--- config.mk ---
export PLATFORM = sky130hd
export DESIGN_NAME = instr_fetch_unit_flat
export DESIGN_NICKNAME = d
export VERILOG_FILES = /design/src/rtl/ifetch_pkg.sv /design/src/rtl/instr_fetch_unit_if.sv /design/src/rtl/ifetch_fifo.sv /design/src/rtl/instr_fetch_unit.sv /design/src/flat_wrapper.sv
export SDC_FILE = /design/constraint.sdc
export NUM_CORES = 1
export LEC_CHECK = 0
export CORE_ASPECT_RATIO = 0.7
export CORE_MARGIN = 5
export CORE_UTILIZATION = 56
export DETAILED_ROUTE_END_ITERATION = 8
export PLACE_DENSITY = 0.95
export SLEW_MARGIN = 0
export SYNTH_ARGS = -nofsm -noshare
export SYNTH_HDL_FRONTEND = slang
export SYNTH_SLANG_ARGS = --single-unit
--- constraint.sdc ---
create_clock -name clk -period 7.2 [get_ports clk]
set_input_delay 1.44 -clock clk [delete_from_list [all_inputs] [get_ports clk]]
set_output_delay 1.44 -clock clk [all_outputs]
set_load 0.01 [all_outputs]
--- src/rtl/ifetch_pkg.sv ---
// Shared types and constants for the RV32 instruction fetch stage.
package ifetch_pkg;

    localparam int unsigned XLEN   = 32;
    localparam int unsigned INST_W = 32;

    localparam logic [INST_W-1:0] NOP_INST = 32'h0000_0013;
    localparam logic [XLEN-1:0]   PC_STEP  = 32'd4;

    typedef enum logic [0:0] {
        FETCH,
        FLUSH
    } fetch_state_e;

    typedef struct packed {
        logic [XLEN-1:0]   pc;
        logic [INST_W-1:0] inst;
    } fetch_entry_t;

endpackage

--- src/rtl/instr_fetch_unit_if.sv ---
// Instruction-memory request/response bus between the fetch unit (master) and imem (slave).
interface instr_fetch_unit_if;
    import ifetch_pkg::*;

    logic              imem_req_valid;
    logic              imem_req_ready;
    logic [XLEN-1:0]   imem_req_addr;
    logic              imem_rsp_valid;
    logic [INST_W-1:0] imem_rsp_data;

    modport master (
        output imem_req_valid,
        output imem_req_addr,
        input  imem_req_ready,
        input  imem_rsp_valid,
        input  imem_rsp_data
    );

    modport slave (
        input  imem_req_valid,
        input  imem_req_addr,
        output imem_req_ready,
        output imem_rsp_valid,
        output imem_rsp_data
    );

endinterface

--- src/rtl/ifetch_fifo.sv ---
// Synchronous FIFO of {pc, inst} entries; flush wins over push, push+pop legal when full or empty.
module ifetch_fifo
    import ifetch_pkg::*;
#(
    parameter int unsigned DEPTH = 2
) (
    input  logic                   clk,
    input  logic                   rst_n,
    input  logic                   push_i,
    input  logic                   pop_i,
    input  logic                   flush_i,
    input  fetch_entry_t           wdata_i,
    output fetch_entry_t           rdata_o,
    output logic [$clog2(DEPTH):0] count_o,
    output logic                   full_o,
    output logic                   empty_o
);

    localparam int unsigned AW = $clog2(DEPTH);

    fetch_entry_t mem_q [DEPTH];
    logic [AW:0]  wptr_q, wptr_d, rptr_q, rptr_d;
    logic         do_push, do_pop;

    // Pointers carry one extra wrap bit so full and empty are distinguishable.
    assign empty_o = (wptr_q == rptr_q);
    assign full_o  = (wptr_q[AW] != rptr_q[AW]) && (wptr_q[AW-1:0] == rptr_q[AW-1:0]);
    assign count_o = wptr_q - rptr_q;
    assign rdata_o = mem_q[rptr_q[AW-1:0]];
    assign do_pop  = pop_i && !empty_o;
    assign do_push = push_i && (!full_o || do_pop);

    always_comb begin
        wptr_d = wptr_q;
        rptr_d = rptr_q;
        if (flush_i) begin
            wptr_d = '0;
            rptr_d = '0;
        end else begin
            if (do_push) wptr_d = wptr_q + (AW+1)'(1);
            if (do_pop)  rptr_d = rptr_q + (AW+1)'(1);
        end
    end

    always_ff @(posedge clk or negedge rst_n) begin
        if (!rst_n) begin
            wptr_q <= '0;
            rptr_q <= '0;
        end else begin
            wptr_q <= wptr_d;
            rptr_q <= rptr_d;
        end
    end

    always_ff @(posedge clk) begin
        if (do_push && !flush_i) mem_q[wptr_q[AW-1:0]] <= wdata_i;
    end

endmodule

--- src/rtl/instr_fetch_unit.sv ---
// RV32 fetch stage: credit-limited imem requests, instruction buffer, redirect flush.
// Optional IFETCH_PERF_CNT_EN adds perf_fetched / perf_stall counters.
module instr_fetch_unit
    import ifetch_pkg::*;
#(
    parameter logic [XLEN-1:0] RESET_PC        = 32'h0000_0000,
    parameter int unsigned     FIFO_DEPTH      = 2,
    parameter int unsigned     MAX_OUTSTANDING = 2
) (
    input  logic                      clk,
    input  logic                      rst_n,
    instr_fetch_unit_if.master        imem,
    output logic                      inst_valid,
    input  logic                      inst_ready,
    output logic [INST_W-1:0]         inst,
    output logic [XLEN-1:0]           inst_pc,
    input  logic                      redirect_valid,
    input  logic [XLEN-1:0]           redirect_pc
`ifdef IFETCH_PERF_CNT_EN
    ,
    output logic [31:0]               perf_fetched,
    output logic [31:0]               perf_stall
`endif
);

    localparam int unsigned CW = $clog2(FIFO_DEPTH) + 1;

    fetch_state_e    state_q, state_d;
    logic [XLEN-1:0] pc_q, pc_d, last_pc_q;
    logic [CW-1:0]   out_q, out_d, fifo_count, count_d;
    logic            req_valid_q, req_valid_d;
    logic            req_acc, rsp, push, pop, fifo_full, fifo_empty;
    fetch_entry_t    push_entry, head;

    assign req_acc = req_valid_q && imem.imem_req_ready;
    assign rsp     = imem.imem_rsp_valid;
    assign pop     = !fifo_empty && inst_ready;
    assign push    = rsp && (state_q == FETCH) && !redirect_valid && (!fifo_full || pop);

    // Responses are in order, so the oldest outstanding request sits out_q words behind pc_q.
    assign push_entry.pc   = pc_q - (XLEN'(out_q) << 2);
    assign push_entry.inst = imem.imem_rsp_data;

    ifetch_fifo #(
        .DEPTH(FIFO_DEPTH)
    ) u_fifo (
        .clk     (clk),
        .rst_n   (rst_n),
        .push_i  (push),
        .pop_i   (pop),
        .flush_i (redirect_valid),
        .wdata_i (push_entry),
        .rdata_o (head),
        .count_o (fifo_count),
        .full_o  (fifo_full),
        .empty_o (fifo_empty)
    );

    always_comb begin
        out_d   = out_q + CW'(req_acc) - CW'(rsp);
        count_d = redirect_valid ? '0 : fifo_count + CW'(push) - CW'(pop);
        pc_d    = pc_q;
        if (redirect_valid) pc_d = redirect_pc & ~XLEN'(3);
        else if (req_acc)   pc_d = pc_q + PC_STEP;

        state_d = state_q;
        unique case (state_q)
            FETCH:   if (redirect_valid && (out_d != '0)) state_d = FLUSH;
            FLUSH:   if (out_d == '0) state_d = FETCH;
            default: state_d = FETCH;
        endcase

        // Registered request valid: credit is evaluated on next-state occupancy.
        req_valid_d = (state_d == FETCH)
                    && (({1'b0, out_d} + {1'b0, count_d}) < (CW+1)'(FIFO_DEPTH))
                    && (out_d < CW'(MAX_OUTSTANDING));
    end

    always_ff @(posedge clk or negedge rst_n) begin
        if (!rst_n) begin
            state_q     <= FETCH;
            pc_q        <= RESET_PC;
            out_q       <= '0;
            req_valid_q <= 1'b0;
            last_pc_q   <= '0;
        end else begin
            state_q     <= state_d;
            pc_q        <= pc_d;
            out_q       <= out_d;
            req_valid_q <= req_valid_d;
            if (!fifo_empty) last_pc_q <= head.pc;
        end
    end

    assign imem.imem_req_valid = req_valid_q;
    assign imem.imem_req_addr  = pc_q;
    assign inst_valid          = !fifo_empty;
    assign inst                = fifo_empty ? NOP_INST : head.inst;
    assign inst_pc             = fifo_empty ? last_pc_q : head.pc;

`ifdef IFETCH_PERF_CNT_EN
    logic [31:0] perf_fetched_q, perf_stall_q;

    always_ff @(posedge clk or negedge rst_n) begin
        if (!rst_n) begin
            perf_fetched_q <= '0;
            perf_stall_q   <= '0;
        end else begin
            perf_fetched_q <= perf_fetched_q + 32'(pop);
            perf_stall_q   <= perf_stall_q + 32'(fifo_empty && (state_q != FLUSH));
        end
    end

    assign perf_fetched = perf_fetched_q;
    assign perf_stall   = perf_stall_q;
`endif

endmodule

--- src/flat_wrapper.sv ---
// flat-port wrapper written by rule: the top's interface ports become plain ports
module instr_fetch_unit_flat import ifetch_pkg::*;
#(
    parameter logic [XLEN-1:0] RESET_PC        = 32'h0000_0000,
    parameter int unsigned     FIFO_DEPTH      = 2,
    parameter int unsigned     MAX_OUTSTANDING = 2
)
  (clk, rst_n, inst_valid, inst_ready, inst, inst_pc, redirect_valid, redirect_pc, imem_imem_req_valid, imem_imem_req_addr, imem_imem_req_ready, imem_imem_rsp_valid, imem_imem_rsp_data);
  instr_fetch_unit_if imem_i ();
  input  logic clk;
  input  logic rst_n;
  output logic inst_valid;
  input  logic inst_ready;
  output logic [INST_W-1:0] inst;
  output logic [XLEN-1:0] inst_pc;
  input  logic redirect_valid;
  input  logic [XLEN-1:0] redirect_pc;
  output wire logic [$bits(imem_i.imem_req_valid)-1:0] imem_imem_req_valid;
  output wire logic [$bits(imem_i.imem_req_addr)-1:0] imem_imem_req_addr;
  input wire logic [$bits(imem_i.imem_req_ready)-1:0] imem_imem_req_ready;
  input wire logic [$bits(imem_i.imem_rsp_valid)-1:0] imem_imem_rsp_valid;
  input wire logic [$bits(imem_i.imem_rsp_data)-1:0] imem_imem_rsp_data;
  assign imem_imem_req_valid = imem_i.imem_req_valid;
  assign imem_imem_req_addr = imem_i.imem_req_addr;
  assign imem_i.imem_req_ready = imem_imem_req_ready;
  assign imem_i.imem_rsp_valid = imem_imem_rsp_valid;
  assign imem_i.imem_rsp_data = imem_imem_rsp_data;
  instr_fetch_unit #(.RESET_PC(RESET_PC), .FIFO_DEPTH(FIFO_DEPTH), .MAX_OUTSTANDING(MAX_OUTSTANDING)) u_core (.clk(clk), .rst_n(rst_n), .imem(imem_i), .inst_valid(inst_valid), .inst_ready(inst_ready), .inst(inst), .inst_pc(inst_pc), .redirect_valid(redirect_valid), .redirect_pc(redirect_pc));
endmodule
==> results of run 1 <==
worst register-to-register path, delay by kind of cell (launching register included):
family	cells	cell delay, ps
AND/OR/NAND/NOR	4	1540
adder cells (fa/ha/maj)	3	1160
XOR/XNOR	3	750
flip-flops	1	400
buffers and inverters	2	340
power breakdown:
part	internal [mW]	leakage, nW	switching [mW]	total, mW
Combinational	0.694	1.65	0.765	1.46
Sequential	1.38	1.99	0.0882	1.47
Clock	0.524	0.289	0.423	0.947
Total	2.60	3.93	1.28	3.88
flip-flops by register name, summed over array words and instances (netlist names):
register	cells
u_core.u_fifo.mem_q	124
u_core.last_pc_q	32
u_core.imem.imem_req_valid	1
u_core.state_q	1
u_core.out_q	2
u_core.imem.imem_req_addr	30
u_core.u_fifo.wptr_q	2
u_core.u_fifo.rptr_q	2
cells in the mapped netlist (4+ instances only):
cell type / count / share of area
buf_1: 7 / 0.0031
or4_1: 4 / 0.0036
and3_1: 7 / 0.0052
buf_2: 5 / 0.0030
nor2_1: 54 / 0.024
xor2_1: 34 / 0.035
mux2i_1: 63 / 0.075
nand4_1: 9 / 0.0067
buf_4: 4 / 0.0036
clkbuf_1: 22 / 0.0098
edfxtp_1: 124 / 0.44
xnor2_1: 30 / 0.031
inv_1: 13 / 0.0058
nor4_1: 7 / 0.0052
nor3_1: 13 / 0.0077
nand3_1: 14 / 0.0083
o21ai_0: 60 / 0.036
ha_1: 6 / 0.0089
dfrtp_1: 70 / 0.21
nand2_1: 78 / 0.035
final cells by class:
class | instances | area, um^2
Clock buffer | 18 | 429
Timing Repair Buffer | 170 | 1670
Fill cell | 963 | 3980
Inverter | 13 | 48.8
Tap cell | 195 | 244
Sequential cell | 194 | 5480
Multi-Input combinational cell | 412 | 2700
Clock inverter | 14 | 169
routing by layer:
metal | vias up | track usage | share of wire
li1 | 2621 | - | -
met1 | 2684 | 0.310 | 0.45
met2 | 253 | 0.322 | 0.46
met3 | 22 | 0.0640 | 0.082
met4 | 0 | 0.0636 | 0.012
met5 | - | 0 | 0
cells by family (layout without fill, tap and decap cells):
logic type | after synthesis | after routing | share of synthesized area
AOI/OAI and AO/OA | 65 | 65 | 0.0403
and+or+nand+nor | 208 | 208 | 0.118
DFF | 194 | 194 | 0.651
adders and majority gates | 9 | 9 | 0.0161
muxes | 64 | 64 | 0.0763
xor gates and xnor gates | 64 | 64 | 0.0666
other | 1 | 2 | 0.000446
buffers and inverters | 55 | 215 | 0.0308
path summary, 6_finish.rpt:
kind	end	slack [ps]	startpoint	cells past startpoint
max	inst[18]	2570	u_core.u_fifo.wptr_q[1]	5
min reg2reg	u_core.last_pc_q[9]	490	u_core.last_pc_q[9]	2
max reg2reg	u_core.imem.imem_req_valid	2910	u_core.u_fifo.wptr_q[1]	12
min in group asynchronous	u_core.imem.imem_req_addr[22]	1220	rst_n	2
min	u_core.last_pc_q[9]	490	u_core.last_pc_q[9]	2
max in group asynchronous	u_core.u_fifo.rptr_q[0]	5300	rst_n	2
per-stage QoR:
stage / utilization / worst slack (ps) / std cells / hold slack, ps / power (mW)
floorplan: - / 2030 / 661 / 500 / 2.22
detailed placement: 0.689 / 2970 / 984 / 480 / 2.96
global placement: 0.689 / 2970 / 984 / 473 / 2.91
global route: 0.730 / 2280 / 1016 / 522 / 4.09
CTS: 0.730 / 2530 / 1016 / 497 / 3.91
finish: 0.730 / 2570 / 1016 / 494 / 3.88
==> results.sh, run 1 <==
export IMPL_maxCapViolations=0
export IMPL_wire_per_inst_um=18.1
export IMPL_synth_cell_types=46
export IMPL_core_region_area_um2=14700
export IMPL_start_util=0.571
export IMPL_finalNetCount=887
export IMPL_cts_setup_buffers=0
export IMPL_grt_max_degree=71
export IMPL_grt_pass1_wl_mm=29.4
export IMPL_finClkSkew_ps=8.52
export IMPL_synth_ff_type="edfxtp_1"
export IMPL_synthCells=660
export IMPL_fmax_ghz=0.216
export IMPL_cts_buffers=17
export IMPL_grt_pass1_vias=5569
export IMPL_rows=37
export IMPL_setup_violations=0
export IMPL_cts_root_buf="clkbuf_16"
export IMPL_final_area_um2=10700
export IMPL_cp_max_fo=62
export IMPL_cts_hold_buf=0
export IMPL_synth_seq_cells=194
export IMPL_outcome="completed"
export IMPL_grt_setup_unrepaired="no"
export IMPL_p_per_area_nw_per_um2=361
export IMPL_critPathSlowestCell="and2_2"
export IMPL_max_slew_margin=0.264
export IMPL_cts_buffer_depth=2
export IMPL_drc=0
export IMPL_leakage_nw=3.93
export IMPL_place_hpwl_mm=12.5
export IMPL_async_flop_share=0.361
export IMPL_required_ps=5760
export IMPL_hold_violations=0
export IMPL_slew_violations=0
export IMPL_num_antenna_cells=0
export IMPL_cp_arrival_ps=3190
export IMPL_mostFrequentLayoutCells="clkdlybuf4s50_1, edfxtp_1, nand2_1, dfrtp_1, mux2i_1"
export IMPL_num_io_pins=168
export IMPL_yosysSeqAreaShare=0.651
export IMPL_path_clk_slew_ps=70
export IMPL_first_pass_iters=5
export IMPL_antenna_found_initial=0
export IMPL_drtIter0Drc=496
export IMPL_period_share=0.643
export IMPL_die_width_um=156
export IMPL_post_dp_cell_area_um2=10100
export IMPL_hold_path_class="reg2reg"
export IMPL_grt_use_total=0.216
export IMPL_routed_wl_mm=18.4
export IMPL_fin_tns_setup_ps=0
export IMPL_port_buffers=163
export IMPL_syn_to_final_growth_pct=27.7
export IMPL_syn_avg_cell_area_um2=12.7
export IMPL_vias=5580
export IMPL_clock_sinks=194
export IMPL_critPathBufInv=2
export IMPL_grt_overflow_total=0
export IMPL_min_period_ps=4630
export IMPL_via_per_inst=5.49
export IMPL_cts_tree="done"
export IMPL_die_area_um2=17600
export IMPL_syn_cell_area_um2=8410
export IMPL_ys_warn_count=0
export IMPL_h_tree_depth=4
export IMPL_criticalPathCategory="reg2out"
export IMPL_place_congestion=0.834
export IMPL_endpoint_kind="output pin"
export IMPL_critPathTopFamily="simple AND/OR/NAND/NOR gates"
export IMPL_final_common_cell="clkdlybuf4s50_1"
export IMPL_ant_nets=0
export IMPL_cts_resized=0
export IMPL_slowest_delay_ps=890
export IMPL_crit_chain="xnor2_1, and2_2, buf_4, nor2_1, clkdlybuf4s50_1"
export IMPL_drive_above_1_share=0.0682
export IMPL_crit_path_start_kind="register"
export IMPL_dieHeight_um=113
export IMPL_clk_latency_ps=430
export IMPL_synth_edf_count=124
export IMPL_tightest_slew_ps=1100
export IMPL_ir_drop_mv=0.204
(Power assumes the default switching activity.)
==> inputs of run 2 (changes only) <==
--- a/config.mk
+++ b/config.mk
@@ -7,9 +7,9 @@
 export LEC_CHECK = 0
 export CORE_ASPECT_RATIO = 0.7
 export CORE_MARGIN = 5
-export CORE_UTILIZATION = 56
+export CORE_UTILIZATION = 52
 export DETAILED_ROUTE_END_ITERATION = 8
-export PLACE_DENSITY = 0.95
+export PLACE_DENSITY = 0.91
 export SLEW_MARGIN = 0
 export SYNTH_ARGS = -nofsm -noshare
 export SYNTH_HDL_FRONTEND = slang
==> constraint.sdc (replaced) <==
create_clock -name clk -period 4.9 [get_ports clk]
set_input_delay 0.98 -clock clk [delete_from_list [all_inputs] [get_ports clk]]
set_output_delay 0.98 -clock clk [all_outputs]
set_load 0.01 [all_outputs]
==> run 2 against run 1 <==
  * Final cell count grew 0.79%
  * Clock-buffer cell count grew 2
  * Sequential power grew 47%
  * Routed wire length grew 2.7%
  * Combinational power grew 47%
  * Critical path type unchanged
==> results.sh, run 2 (synthesis gave the netlist of run 1 again) <==
export IMPL_slew_violations=0
export IMPL_cp_arrival_ps=3110
export IMPL_dieHeight_um=116
export IMPL_vias=5560
export IMPL_core_region_area_um2=15700
export IMPL_cts_buffers=17
export IMPL_final_area_um2=10700
export IMPL_critPathSlowestCell="buf_4"
export IMPL_layoutNonFillerInstCount=1024
export IMPL_cts_tree="done"
export IMPL_clk_latency_ps=430
export IMPL_slowest_delay_ps=650
export IMPL_final_common_cell="clkdlybuf4s50_1"
export IMPL_die_width_um=162
export IMPL_cts_setup_buffers=0
export IMPL_fill_cells=1088
export IMPL_num_io_pins=168
export IMPL_syn_to_final_growth_pct=27.7
export IMPL_grt_pass1_vias=5627
export IMPL_post_dp_cell_area_um2=10200
export IMPL_via_per_inst=5.43
export IMPL_tightest_slew_ps=982
export IMPL_cts_root_buf="clkbuf_16"
export IMPL_fmax_ghz=0.245
export IMPL_drtIter0Drc=546
export IMPL_routed_wl_mm=18.9
export IMPL_grt_setup_unrepaired="no"
export IMPL_grt_pass1_wl_mm=29.9
export IMPL_criticalPathCategory="reg2out"
export IMPL_endpoint_kind="output pin"
export IMPL_die_area_um2=18900
export IMPL_place_hpwl_mm=13.1
export IMPL_dp_cells=992
export IMPL_utilization=0.684
export IMPL_ir_drop_mv=0.410
export IMPL_rows=38
export IMPL_wire_per_inst_um=18.5
export IMPL_p_total_mw=5.66
export IMPL_fin_tns_setup_ps=0
export IMPL_first_pass_iters=5
export IMPL_grt_use_total=0.204
export IMPL_ant_nets=0
export IMPL_finalNetCount=890
export IMPL_min_period_ps=4090
export IMPL_leakage_nw=3.93
export IMPL_mostFrequentLayoutCells="clkdlybuf4s50_1, edfxtp_1, nand2_1, dfrtp_1, mux2i_1"
export IMPL_required_ps=3920
export IMPL_path_clk_slew_ps=60
export IMPL_hold_violations=0
export IMPL_start_util=0.536
export IMPL_max_slew_margin=0.340
export IMPL_h_tree_depth=4
export IMPL_drc=0
export IMPL_period_share=0.834
export IMPL_hold_path_class="reg2reg"
export IMPL_largest_reg_flops=124
export IMPL_num_antenna_cells=0
export IMPL_maxCapViolations=0
export IMPL_port_buffers=163
export IMPL_p_per_area_nw_per_um2=528
export IMPL_cts_hold_buf=0
export IMPL_finClkSkew_ps=11.7
export IMPL_grt_max_degree=90
export IMPL_grt_overflow_total=0
export IMPL_outcome="completed"
export IMPL_clock_sinks=194
export IMPL_cts_buffer_depth=2
export IMPL_crit_chain="xnor2_1, and2_2, buf_4, nand2_1, o21ai_0, clkdlybuf4s50_1"
export IMPL_place_congestion=0.846
export IMPL_drive_above_1_share=0.0667
export IMPL_crit_path_start_kind="register"
export IMPL_cts_resized=0
export IMPL_antenna_found_initial=0
export IMPL_setup_violations=0
export IMPL_cp_max_fo=89
[run 2: path summary, 6_finish.rpt]
check,start,endpoint,slack (ps),depth (start not counted)
worst max-delay path,u_core.u_fifo.wptr_q[1],inst_pc[12],810,6
worst min-delay path,u_core.last_pc_q[23],u_core.last_pc_q[23],490,2
worst max register to register,u_core.u_fifo.wptr_q[1],u_core.imem.imem_req_valid,1500,12
worst min register to register,u_core.last_pc_q[23],u_core.last_pc_q[23],490,2
max in group asynchronous,rst_n,u_core.last_pc_q[24],3260,2
min in group asynchronous,rst_n,u_core.imem.imem_req_addr[19],620,1
[run 2: through the flow]
step | worst slack [ps] | hold slack [ps]
2_1_floorplan | 192 | 500
3_3_place_gp | 1310 | 473
3_5_place_dp | 1250 | 483
4_1_cts | 813 | 498
5_1_grt | 634 | 518
6_report | 815 | 493
[run 2: metal layers]
layer,part of all wire,routed length (um),up-vias,global-route usage
met4,0.0097,184,0,0.0473
met1,0.45,8500,2695,0.289
li1,-,-,2622,-
met2,0.46,8750,228,0.316
met5,0,0,-,0
met3,0.079,1500,15,0.0600
[run 2: report_power, final]
part	total, mW	switching [mW]	internal (mW)
sequential	2.16	0.129	2.03
combinational	2.15	1.14	1.02
clock	1.35	0.595	0.754
[run 2: cell type report]
cell class	count	area (um^2)	share of cell area
flip-flops and latches	194	5480	0.510
multi-input cells	412	2700	0.251
repair buffers	173	1700	0.158
clock buffers	20	437	0.0407
well taps	200	250	0.0233
clock inverters	12	129	0.0120
inverters	13	48.8	0.00454
[run 2: critical path: cells and delay by family (launching register included)]
kind,cells,cell delay [ps]
buffers and inverters,2,1270
AND/OR/NAND/NOR,2,400
XOR/XNOR,1,420
flip-flops,1,400
AO/OA/AOI/OAI,1,170
